===== src/rtl/ox_disp_pkg.sv =====
// Shared definitions for the OX display path: mode codes, ms-to-cycle helper, BCD clip value.
package ox_disp_pkg;

  typedef enum logic [1:0] {
    MODE_INPUT  = 2'd0,
    MODE_TRAIN  = 2'd1,
    MODE_DONE   = 2'd2,
    MODE_RESULT = 2'd3
  } mode_e;

  localparam int unsigned BCD_CLIP = 99;
  localparam int unsigned PROB_MAX = 100;

  // Never returns 0 so a hold always lasts at least one cycle at low clock rates.
  function automatic int unsigned ms_to_cyc(input int unsigned clk_hz, input int unsigned ms);
    int unsigned c;
    c = (clk_hz / 1000) * ms;
    return (c == 0) ? 1 : c;
  endfunction

endpackage


===== src/rtl/bcd2_clip.sv =====
// Binary 0..255 to two BCD digits {tens, ones}, saturating at 99.
module bcd2_clip
  import ox_disp_pkg::*;
(
  input  logic [7:0] val,
  output logic [7:0] bcd_c
);

  logic [7:0] v_c;

  always_comb begin
    v_c   = (val > 8'(BCD_CLIP)) ? 8'(BCD_CLIP) : val;
    bcd_c = {4'(v_c / 8'd10), 4'(v_c % 8'd10)};
  end

endmodule


===== src/rtl/display_mode_ctrl.sv =====
// Display mode arbiter: input echo, training progress, done banner and held classification result.
module display_mode_ctrl
  import ox_disp_pkg::*;
#(
  parameter int unsigned CLK_HZ         = 50000000,
  parameter int unsigned DONE_HOLD_MS   = 3000,
  parameter int unsigned LED_FLASH_MS   = 1000,
  parameter int unsigned RESULT_HOLD_MS = 3000,
  parameter int unsigned CHASE_STEP_CYC = 500000,
  parameter int unsigned LED_W          = 8
) (
  input  logic             clk,
  input  logic             rst,
  input  logic             training_active,
  input  logic             training_done,
  input  logic [7:0]       epoch,
  input  logic             submit,
  input  logic             nn_y,
  input  logic [6:0]       prob_pct,
  input  logic [15:0]      in_disp,
  input  logic             in_valid,
  output logic [15:0]      seg_data,
  output logic             seg_valid,
  output logic             seg_number_mode,
  output logic [LED_W-1:0] led,
  output logic [1:0]       mode
);

  localparam int unsigned DONE_CYC  = ms_to_cyc(CLK_HZ, DONE_HOLD_MS);
  localparam int unsigned FLASH_CYC = ms_to_cyc(CLK_HZ, LED_FLASH_MS);
  localparam int unsigned RES_CYC   = ms_to_cyc(CLK_HZ, RESULT_HOLD_MS);
  localparam int unsigned HOLD_MAX  = (DONE_CYC > RES_CYC) ? DONE_CYC : RES_CYC;
  localparam int unsigned TW        = $clog2(HOLD_MAX) + 1;
  localparam int unsigned CW        = $clog2(CHASE_STEP_CYC) + 1;
  localparam int unsigned IW        = $clog2(LED_W) + 1;

  mode_e            state_q, state_d;
  logic             armed_q, done_q, sub_q;
  logic [TW-1:0]    timer_q, timer_d;
  logic [CW-1:0]    chase_cnt_q, chase_cnt_d;
  logic [IW-1:0]    chase_idx_q, chase_idx_d;
  logic             res_y_q, res_y_d;
  logic [6:0]       res_p_q, res_p_d;

  logic             done_rise_c, sub_rise_c;
  logic [6:0]       prob_clip_c;
  logic [7:0]       epoch_bcd_c, prob_bcd_c;
  logic [31:0]      bar_lit_c;
  logic [LED_W-2:0] bar_c;

  logic [15:0]      seg_data_d;
  logic             seg_valid_d, seg_number_mode_d;
  logic [LED_W-1:0] led_d;

  // The armed flag keeps a level already high at reset release from looking like an edge.
  assign done_rise_c = armed_q & training_done & ~done_q;
  assign sub_rise_c  = armed_q & submit & ~sub_q;
  assign prob_clip_c = (prob_pct > 7'(PROB_MAX)) ? 7'(PROB_MAX) : prob_pct;
  assign mode        = state_q;

  bcd2_clip u_epoch_bcd (.val(epoch),            .bcd_c(epoch_bcd_c));
  bcd2_clip u_prob_bcd  (.val({1'b0, res_p_d}),  .bcd_c(prob_bcd_c));

  always_ff @(posedge clk or negedge rst) begin
    if (!rst) state_q <= MODE_INPUT;
    else      state_q <= state_d;
  end

  // Next state, hold timer, chase position and result capture.
  always_comb begin
    state_d     = state_q;
    timer_d     = timer_q;
    chase_cnt_d = chase_cnt_q;
    chase_idx_d = chase_idx_q;
    res_y_d     = res_y_q;
    res_p_d     = res_p_q;

    if (done_rise_c) begin
      state_d = MODE_DONE;
      timer_d = '0;
    end else begin
      case (state_q)
        MODE_DONE: begin
          if (timer_q == TW'(DONE_CYC - 1)) state_d = training_active ? MODE_TRAIN : MODE_INPUT;
          else                              timer_d = timer_q + TW'(1);
        end
        MODE_TRAIN: begin
          if (!training_active) begin
            state_d = MODE_INPUT;
          end else if (chase_cnt_q == CW'(CHASE_STEP_CYC - 1)) begin
            chase_cnt_d = '0;
            chase_idx_d = (chase_idx_q == IW'(LED_W - 1)) ? '0 : chase_idx_q + IW'(1);
          end else begin
            chase_cnt_d = chase_cnt_q + CW'(1);
          end
        end
        MODE_RESULT: begin
          if (training_active) begin
            state_d = MODE_TRAIN;
          end else if (submit) begin
            timer_d = '0;
            res_y_d = nn_y;
            res_p_d = prob_clip_c;
          end else if (timer_q == TW'(RES_CYC - 1)) begin
            state_d = MODE_INPUT;
          end else begin
            timer_d = timer_q + TW'(1);
          end
        end
        default: begin
          if (training_active) begin
            state_d = MODE_TRAIN;
          end else if (sub_rise_c) begin
            state_d = MODE_RESULT;
            timer_d = '0;
            res_y_d = nn_y;
            res_p_d = prob_clip_c;
          end
        end
      endcase
    end

    if (state_d == MODE_TRAIN && state_q != MODE_TRAIN) begin
      chase_cnt_d = '0;
      chase_idx_d = '0;
    end
  end

  // Probability bar: at least one LED lit, otherwise floor(p*(LED_W-1)/100).
  always_comb begin
    bar_lit_c = (32'(res_p_d) * (LED_W - 1)) / 32'd100;
    if (bar_lit_c == 32'd0) bar_lit_c = 32'd1;
    bar_c = '0;
    for (int i = 0; i < int'(LED_W) - 1; i++) bar_c[i] = (unsigned'(i) < bar_lit_c);
  end

  // Output word for the state being entered on this edge.
  always_comb begin
    seg_data_d        = '0;
    seg_valid_d       = 1'b0;
    seg_number_mode_d = 1'b0;
    led_d             = '0;
    case (state_d)
      MODE_DONE: begin
        seg_data_d        = 16'h0099;
        seg_valid_d       = 1'b1;
        seg_number_mode_d = 1'b1;
        led_d             = (32'(timer_d) < FLASH_CYC) ? '1 : '0;
      end
      MODE_TRAIN: begin
        seg_data_d        = {8'h00, epoch_bcd_c};
        seg_valid_d       = 1'b1;
        seg_number_mode_d = 1'b1;
        led_d             = LED_W'(1) << chase_idx_d;
      end
      MODE_RESULT: begin
        seg_data_d        = {8'h00, prob_bcd_c};
        seg_valid_d       = 1'b1;
        seg_number_mode_d = 1'b1;
        led_d             = {res_y_d, bar_c};
      end
      default: begin
        seg_data_d  = in_disp;
        seg_valid_d = in_valid;
      end
    endcase
  end

  always_ff @(posedge clk or negedge rst) begin
    if (!rst) begin
      armed_q         <= 1'b0;
      done_q          <= 1'b0;
      sub_q           <= 1'b0;
      timer_q         <= '0;
      chase_cnt_q     <= '0;
      chase_idx_q     <= '0;
      res_y_q         <= 1'b0;
      res_p_q         <= '0;
      seg_data        <= '0;
      seg_valid       <= 1'b0;
      seg_number_mode <= 1'b0;
      led             <= '0;
    end else begin
      armed_q         <= 1'b1;
      done_q          <= training_done;
      sub_q           <= submit;
      timer_q         <= timer_d;
      chase_cnt_q     <= chase_cnt_d;
      chase_idx_q     <= chase_idx_d;
      res_y_q         <= res_y_d;
      res_p_q         <= res_p_d;
      seg_data        <= seg_data_d;
      seg_valid       <= seg_valid_d;
      seg_number_mode <= seg_number_mode_d;
      led             <= led_d;
    end
  end

endmodule


===== config.mk =====
export PLATFORM = sky130hd
export DESIGN_NAME = display_mode_ctrl
export DESIGN_NICKNAME = d
export VERILOG_FILES = /design/src/rtl/ox_disp_pkg.sv /design/src/rtl/bcd2_clip.sv /design/src/rtl/display_mode_ctrl.sv
export SDC_FILE = /design/constraint.sdc
export NUM_CORES = 1
export LEC_CHECK = 0
export BUFFER_PORTS_ARGS = -buffer_cell sky130_fd_sc_hd__buf_4
export CAP_MARGIN = 20
export CORE_MARGIN = 2
export CORE_UTILIZATION = 61
export CTS_CLUSTER_DIAMETER = 120
export DETAILED_ROUTE_END_ITERATION = 6
export PLACE_DENSITY = 0.82
export SLEW_MARGIN = 20
export SYNTH_ARGS = -nofsm -noshare
export SYNTH_HDL_FRONTEND = slang
export SYNTH_SLANG_ARGS = --single-unit
export TNS_END_PERCENT = 1

===== constraint.sdc =====
create_clock -name clk -period 6.86 [get_ports clk]
set_input_delay 0.686 -clock clk [delete_from_list [all_inputs] [get_ports clk]]
set_output_delay 0.686 -clock clk [all_outputs]
set_load 0.02 [all_outputs]

==> impl_results.md, run 1 <==
* Met3 Usage GRT at 4.00%
* Num rows at 38
* Asr flop ratio synth at 100%
* Synth area leaders: dfrtp_1 (34%), nor2_1 (4.7%), ha_1 (4.4%), nand2_1 (3.2%), a21oi_1 (3.2%)
* Die Ht at 110 um
* Crit-path max cell delay at 590 ps
* Post-Syn Area at 6860 um^2
* First-pass iteration count of the detailed router at 5
* DRC Markers at 0
* Antenna cells at 0
* Max VDD drop at 0.452 mV
* Final worst path period share at 93.6%
* Synthesis-to-layout area growth at 11.8%
* Worst skew pair latency at 380 ps
* Family with the most delay on the worst path: compound AO/OA/AOI/OAI gates
* Inserted Clock Buffers at 9
* Initial antenna violation count at 0
* Clk_skew at 13.5 ps
* Largest net degree at the start of global routing at 70
* TritonCTS clock tree: yes
* Number of synthesized flops with an enable pin at 0
* DR WL/cell at 19.4 um
* Setup WS pre-CTS at 208 ps
* First-pass GRT wire length at 31.5 mm
* H-tree depth at 3
* Max_slew headroom at 40.8%
* M2 GR Usage at 56.0%
* Critical path class: register to register
* CTS sink cnt at 92
* Setup slack after layout at 438 ps
* Fin. Hold Viols at 0
* Fin cells at 989
* RSZ-0062 raised after global routing: no
* CP bufs+invs at 2
* Root Driver: clkbuf_8
* Commonest cells post-synth: dfrtp_1 (92), nor2_1 (85), nand2_1 (59)
* Maxcap violations at 0
* Overall die area at 12100 um^2
* Seq cells post-synth at 92
* CP endpoint kind: register
* Fin nets at 911
* Most frequent cell after synthesis: dfrtp_1
* Setup_tns at 0 ps
* Top cell type's share of synthesized area at 33.6%
* Crit Path Max Fanout at 12
* Global route total overflow at 0
* Hold Path Class: primary input to asynchronous set/reset pin
* Routed vias at 6577
* Hpwl dp at 14.2 mm
* Post-synthesis cell count at 788
* GRT Resource Usage Total at 33.2%
* PortBufs at 65
* Die W at 110 um
* Max Freq at 0.156 GHz
* Cell Pwr Density at 492 nW/um^2
* Mean Syn Cell Area at 8.70 um^2
* Share of cells above drive strength 1 at 16.8%
* Sequential cell area fraction in the yosys report at 33.6%
* Vias in the first global route at 6441
* Pwr Total at 3.77 mW
* Post-CTS Setup Bufs at 0
* Reg clk slew, reported paths at 90 ps
* Post-Place Cells at 973
* Yosys warnings at 0
* GP Congestion at 0.964
* Slowest cell on the critical path: fa_1
* IO Count at 66
* Critical Path Start Type: register
* Cell accounting for the most synthesized area: dfrtp_1
* WP data required at 7170 ps
* Slew Viols, Final at 0
* LEAKAGE at 3.49 nW
* Total Routed Length at 19.2 mm
* Outcome: complete, no violations
* GR peak layer: met2
* Final min period at 6420 ps
* CP Data Arrival Time at 6730 ps
* Clock buffer depth at 2
* Cell variety after synth at 103
* Post-Syn Nets at 855
* Final ANT Viol Nets at 0
* Primary FF master, synth: dfrtp_1
* Drt via density at 6.65
* M1 GR Usage at 41.9%
* CORE AREA at 10900 um^2
* Worst slew pin tran at 881 ps
* Starting density of the core at 63.0%
* Initial DRC Count at 639
* Final setup violation count at 0
==> cells in the final DEF (no fill, tap or decap), types with 7 or more instances in the layout <==
master	n
clkbuf_8	11
ha_1	22
a21oi_1	43
xor2_1	19
nor4_1	11
buf_4	74
and2_1	7
nand3_1	34
nor2_1	85
inv_1	31
o21ai_0	41
dfrtp_1	91
xnor2_1	15
nand2_1	59
a31oi_1	22
or3_1	12
nor3_1	24
a21o_1	8
nand4_1	14
o21ai_1	7
and3_1	30
==> worst reg2reg max path, stage by stage (launching register included) <==
cell      delay [ps]
dfrtp_1          460
inv_1            140
ha_2             350
nand3b_1         160
a211oi_4         390
a32oi_1          270
fa_1             590
inv_1             50
ha_1             240
fa_1             460
a211oi_2         350
nor2_1           150
o22ai_1          220
nor2_1            90
nor2b_1          160
ha_1             250
nor2b_1          130
o2111a_1         280
o32ai_1          130
a211oi_2         300
o211a_1          240
o21bai_4          90
mux2i_1          140
xor2_1           170
o311a_1          410
o211ai_2         140
==> through the flow <==
stage	instance area (um^2)	util (%)	hold WS, ps
after detailed placement	7440	68.4	533
final	7670	70.4	201
after floorplan	6860	-	390
after CTS	7630	70.1	197
after global placement	7440	68.4	510
after global routing	7670	70.4	219
==> where the power goes <==
| group | leakage (nW) | total [mW] | internal (mW) | switching (mW) |
|---|---|---|---|---|
| Sequential | 1.23 | 0.698 | 0.644 | 0.0536 |
| Combinational | 2.17 | 2.72 | 0.993 | 1.72 |
| Clock | 0.0892 | 0.358 | 0.154 | 0.204 |
| Total | 3.49 | 3.77 | 1.79 | 1.98 |
==> per-layer routing <==
layer  part of all wire, %  vias up
li1                      -     3052
met1                    41     3180
met2                    50      287
met3                   5.6       58
met4                   3.4        0
met5                     0        -
==> worst paths after layout <==
check | from | to | slack, ps | cells past startpoint
min in group clk | training_done | done_q | 430 | 1
worst min-delay path | rst | timer_q[11] | 200 | 1
max in group asynchronous | rst | led[2] | 5510 | 2
worst max register to register | mode[1] | led[4] | 440 | 25
worst min register to register | chase_cnt_q[18] | chase_cnt_q[18] | 550 | 2
worst max-delay path | mode[1] | led[4] | 440 | 25
==> flip-flops by register name, indices dropped and copies added, names as in the netlist, 2 cells and up <==
name and cells:
led 8, seg_data 16, mode 2, res_p_q 7, timer_q 29, chase_cnt_q 20, chase_idx_q 4
==> repair_timing <==
action	in CTS	in global routing
hold buffers	0	0
resized for setup	0	8
endpoints found under the setup margin	0	5
==> logic make-up after synthesis <==
kind of cell	after synthesis	share of synthesized area, %
and+or+nand+nor	334	26.5
AOI/OAI and AO/OA	228	24.7
DFF	92	33.6
buffers and inverters	63	4.00
xor gates and xnor gates	34	4.34
adders and majority gates	32	6.28
muxes	4	0.584
other	1	0.0547
==> area by class of cell <==
| class | instances | area, um^2 |
|---|---|---|
| Multi-Input combinational cell | 633 | 4320 |
| Fill cell | 896 | 3220 |
| Sequential cell | 92 | 2300 |
| Timing Repair Buffer | 74 | 556 |
| Tap cell | 140 | 175 |
| Clock buffer | 12 | 155 |
| Inverter | 34 | 128 |
| Clock inverter | 4 | 32.5 |
(Power assumes the default switching activity.)
==> run 2: changes to the inputs <==
==> constraint.sdc (replaced) <==
create_clock -name clk -period 6.86 [get_ports clk]
set_input_delay 0 -clock clk [delete_from_list [all_inputs] [get_ports clk]]
set_output_delay 0 -clock clk [all_outputs]
set_load 0.02 [all_outputs]
==> impl_results.md, run 2 (synthesis gave the netlist of run 1 again) <==
* GP Congestion at 1.01 (+5.0%)
* Max VDD drop at 0.527 mV (+16%)
* Die Ht at 110 um (unchanged)
* Root Driver: clkbuf_8
* Initial antenna violation count at 0 (unchanged)
* Hpwl dp at 14.1 mm (-0.47%)
* Global route total overflow at 0 (unchanged)
* H-tree depth at 3 (unchanged)
* IO Count at 66 (unchanged)
* Final min period at 6410 ps (-12.9 ps)
* Worst R2R Setup Slack at 450 ps (about the same)
* Max reg flops at 29 (unchanged)
* Die W at 110 um (unchanged)
* Reg with most FFs: timer_q
* Flop pwr share at 18.5% (about the same)
* Inserted Clock Buffers at 9 (unchanged)
* Synthesis-to-layout area growth at 15.2%
* Starting density of the core at 63.0% (unchanged)
* Hold Path Class: primary input to register
* Clock share of power at 9.6% (about the same)
* Final worst path period share at 93.4% (-0.19 points)
* Hold WS at 20.5 ps (-181 ps)
* Reg clk slew, reported paths at 100 ps (about the same)
* Setup_tns at 0 ps (unchanged)
* Fin nets at 932 (+2.3%)
* Max Freq at 0.156 GHz (+0.20%)
* CORE AREA at 10900 um^2 (unchanged)
* Vias in the first global route at 6748 (+4.8%)
* DR WL/cell at 19.3 um (-0.59%)
* Routed vias at 6746 (+2.6%)
* Commonest non-fill, non-tap cell in the layout: dfrtp_1
* Cell Pwr Density at 477 nW/um^2 (-3.0%)
* DRC Markers at 0 (unchanged)
* First-pass iteration count of the detailed router at 6 (+1)
* NetSw at 1.97 mW (-0.62%)
* Clk_skew at 13.5 ps (+0.0111 ps)
* Outcome: complete, no violations
* WP data required at 7170 ps (about the same)
* Antenna cells at 0 (unchanged)
* RSZ-0062 raised after global routing: no
* Num rows at 38 (unchanged)
* Worst slew pin tran at 866 ps (-15.1 ps)
* Met3 WL at 1.20 mm (+12%)
* Final ANT Viol Nets at 0 (unchanged)
* Largest net degree at the start of global routing at 68 (-2.9%)
* Fin cells at 1010 (+2.1%)
* Post-Place Cells at 972 (-0.10%)
* Internal power at 1.80 mW (+0.57%)
* TritonCTS clock tree: yes
* Top Layer Used: met4
* Overall die area at 12100 um^2 (unchanged)
* Fin. Hold Viols at 0 (unchanged)
* PortBufs at 65 (unchanged)
* CP endpoint kind: register
* Share of cells above drive strength 1 at 16.9% (+0.053 points)
* Initial DRC Count at 612 (-4.2%)
* Crit Path Max Fanout at 12 (unchanged)
* Met2 wire len at 9.72 mm (+1.8%)
* Combinational share of power at 71.8% (-0.2 points)
* Slew Viols, Final at 0 (unchanged)
* Most frequent cells in the layout: dfrtp_1 (91), nor2_1 (85), buf_4 (75)
* Largest regs: timer_q x29, chase_cnt_q x20, seg_data x16
* Drt via density at 6.68 (+0.44%)
* Worst skew pair latency at 370 ps (about the same)
* First-pass GRT wire length at 32.6 mm (+3.3%)
* Total Routed Length at 19.4 mm (+1.5%)
* Final setup violation count at 0 (unchanged)
* Maxcap violations at 0 (unchanged)
* CP Data Arrival Time at 6710 ps (-20 ps)
* GRT Resource Usage Total at 34.3% (+1.1 points)
* Critical Path Start Type: register
* Clock buffer depth at 2 (unchanged)
* Critical path class: register to register
* Switching part of the total at 52.2% (-0.30 points)
* Max_slew headroom at 41.9% (+1.0 points)
* Met1 wire length at 7.73 mm (-2.0%)
* LEAKAGE at 3.60 nW (+3.0%)
* CTS sink cnt at 92 (unchanged)
-- run 2: final timing paths --
kind	start	end	cells after the start
min in group asynchronous	rst	timer_q[13]	2
max reg2reg	mode[0]	led[4]	25
max	mode[0]	led[4]	25
max in group asynchronous	rst	chase_cnt_q[17]	3
min reg2reg	chase_cnt_q[19]	chase_cnt_q[19]	2
min	prob_pct[0]	res_p_q[0]	3
-- run 2: power groups by stage --
stage | clock network, mW | logic [mW] | registers [mW]
floorplan | 0 | 1.85 | 0.785
global placement | 0 | 2.54 | 0.700
detailed placement | 0 | 2.60 | 0.703
CTS | 0.369 | 2.63 | 0.692
global route | 0.391 | 2.95 | 0.708
finish | 0.364 | 2.71 | 0.698
-- run 2: stage by stage --
stage	setup slack [ps]	instance area [um^2]	util (%)	power (mW)
3_3_place_gp	555	7430	68.3	3.24
5_1_grt	6.11	7900	72.5	4.05
6_report	451	7900	72.5	3.77
3_5_place_dp	177	7430	68.3	3.30
4_1_cts	143	7830	71.9	3.69
2_1_floorplan	647	6860	-	2.63
-- run 2: cell type report --
| class | instances | area, um^2 |
|---|---|---|
| fill | 797 | 2990 |
| multi-input combinational | 633 | 4340 |
| tap | 140 | 175 |
| inverter | 34 | 128 |
| sequential | 92 | 2300 |
| clock buffer | 10 | 138 |
| clock inverter | 6 | 53.8 |
| timing repair buffer | 95 | 763 |
-- run 2: metal layers --
layer / vias to the layer above / GRT usage [%]
li1: 3087 / -
met1: 3255 / 42.3
met2: 322 / 58.7
met3: 82 / 4.88
met4: 0 / 17.3
met5: - / 0
-- run 2: what timing repair did --
| action | 4_1_cts | 5_1_grt |
|---|---|---|
| resized for setup | 0 | 12 |
| endpoints found under the setup margin | 0 | 5 |
| buffers inserted | 0 | 2 |
| hold endpoints to repair | 44 | 0 |
| hold buffers | 20 | 0 |
-- run 2: worst max-delay path: stages, from the launching register on --
cell and delay, ps:
dfrtp_2 490, inv_1 150, ha_4 240, nand3b_1 180, a211oi_4 390, a32oi_1 240, fa_1 580, inv_1 40
ha_1 230, fa_1 470, a211oi_2 340, nor2_1 150, o22ai_1 230, nor2_1 100, nor2b_1 170, ha_1 260
nor2b_1 150, o2111a_1 310, o32ai_1 140, a211oi_2 300, o21a_1 220, o21bai_4 110, mux2i_1 140, xor2_1 160
o311a_1 400, o211ai_2 140
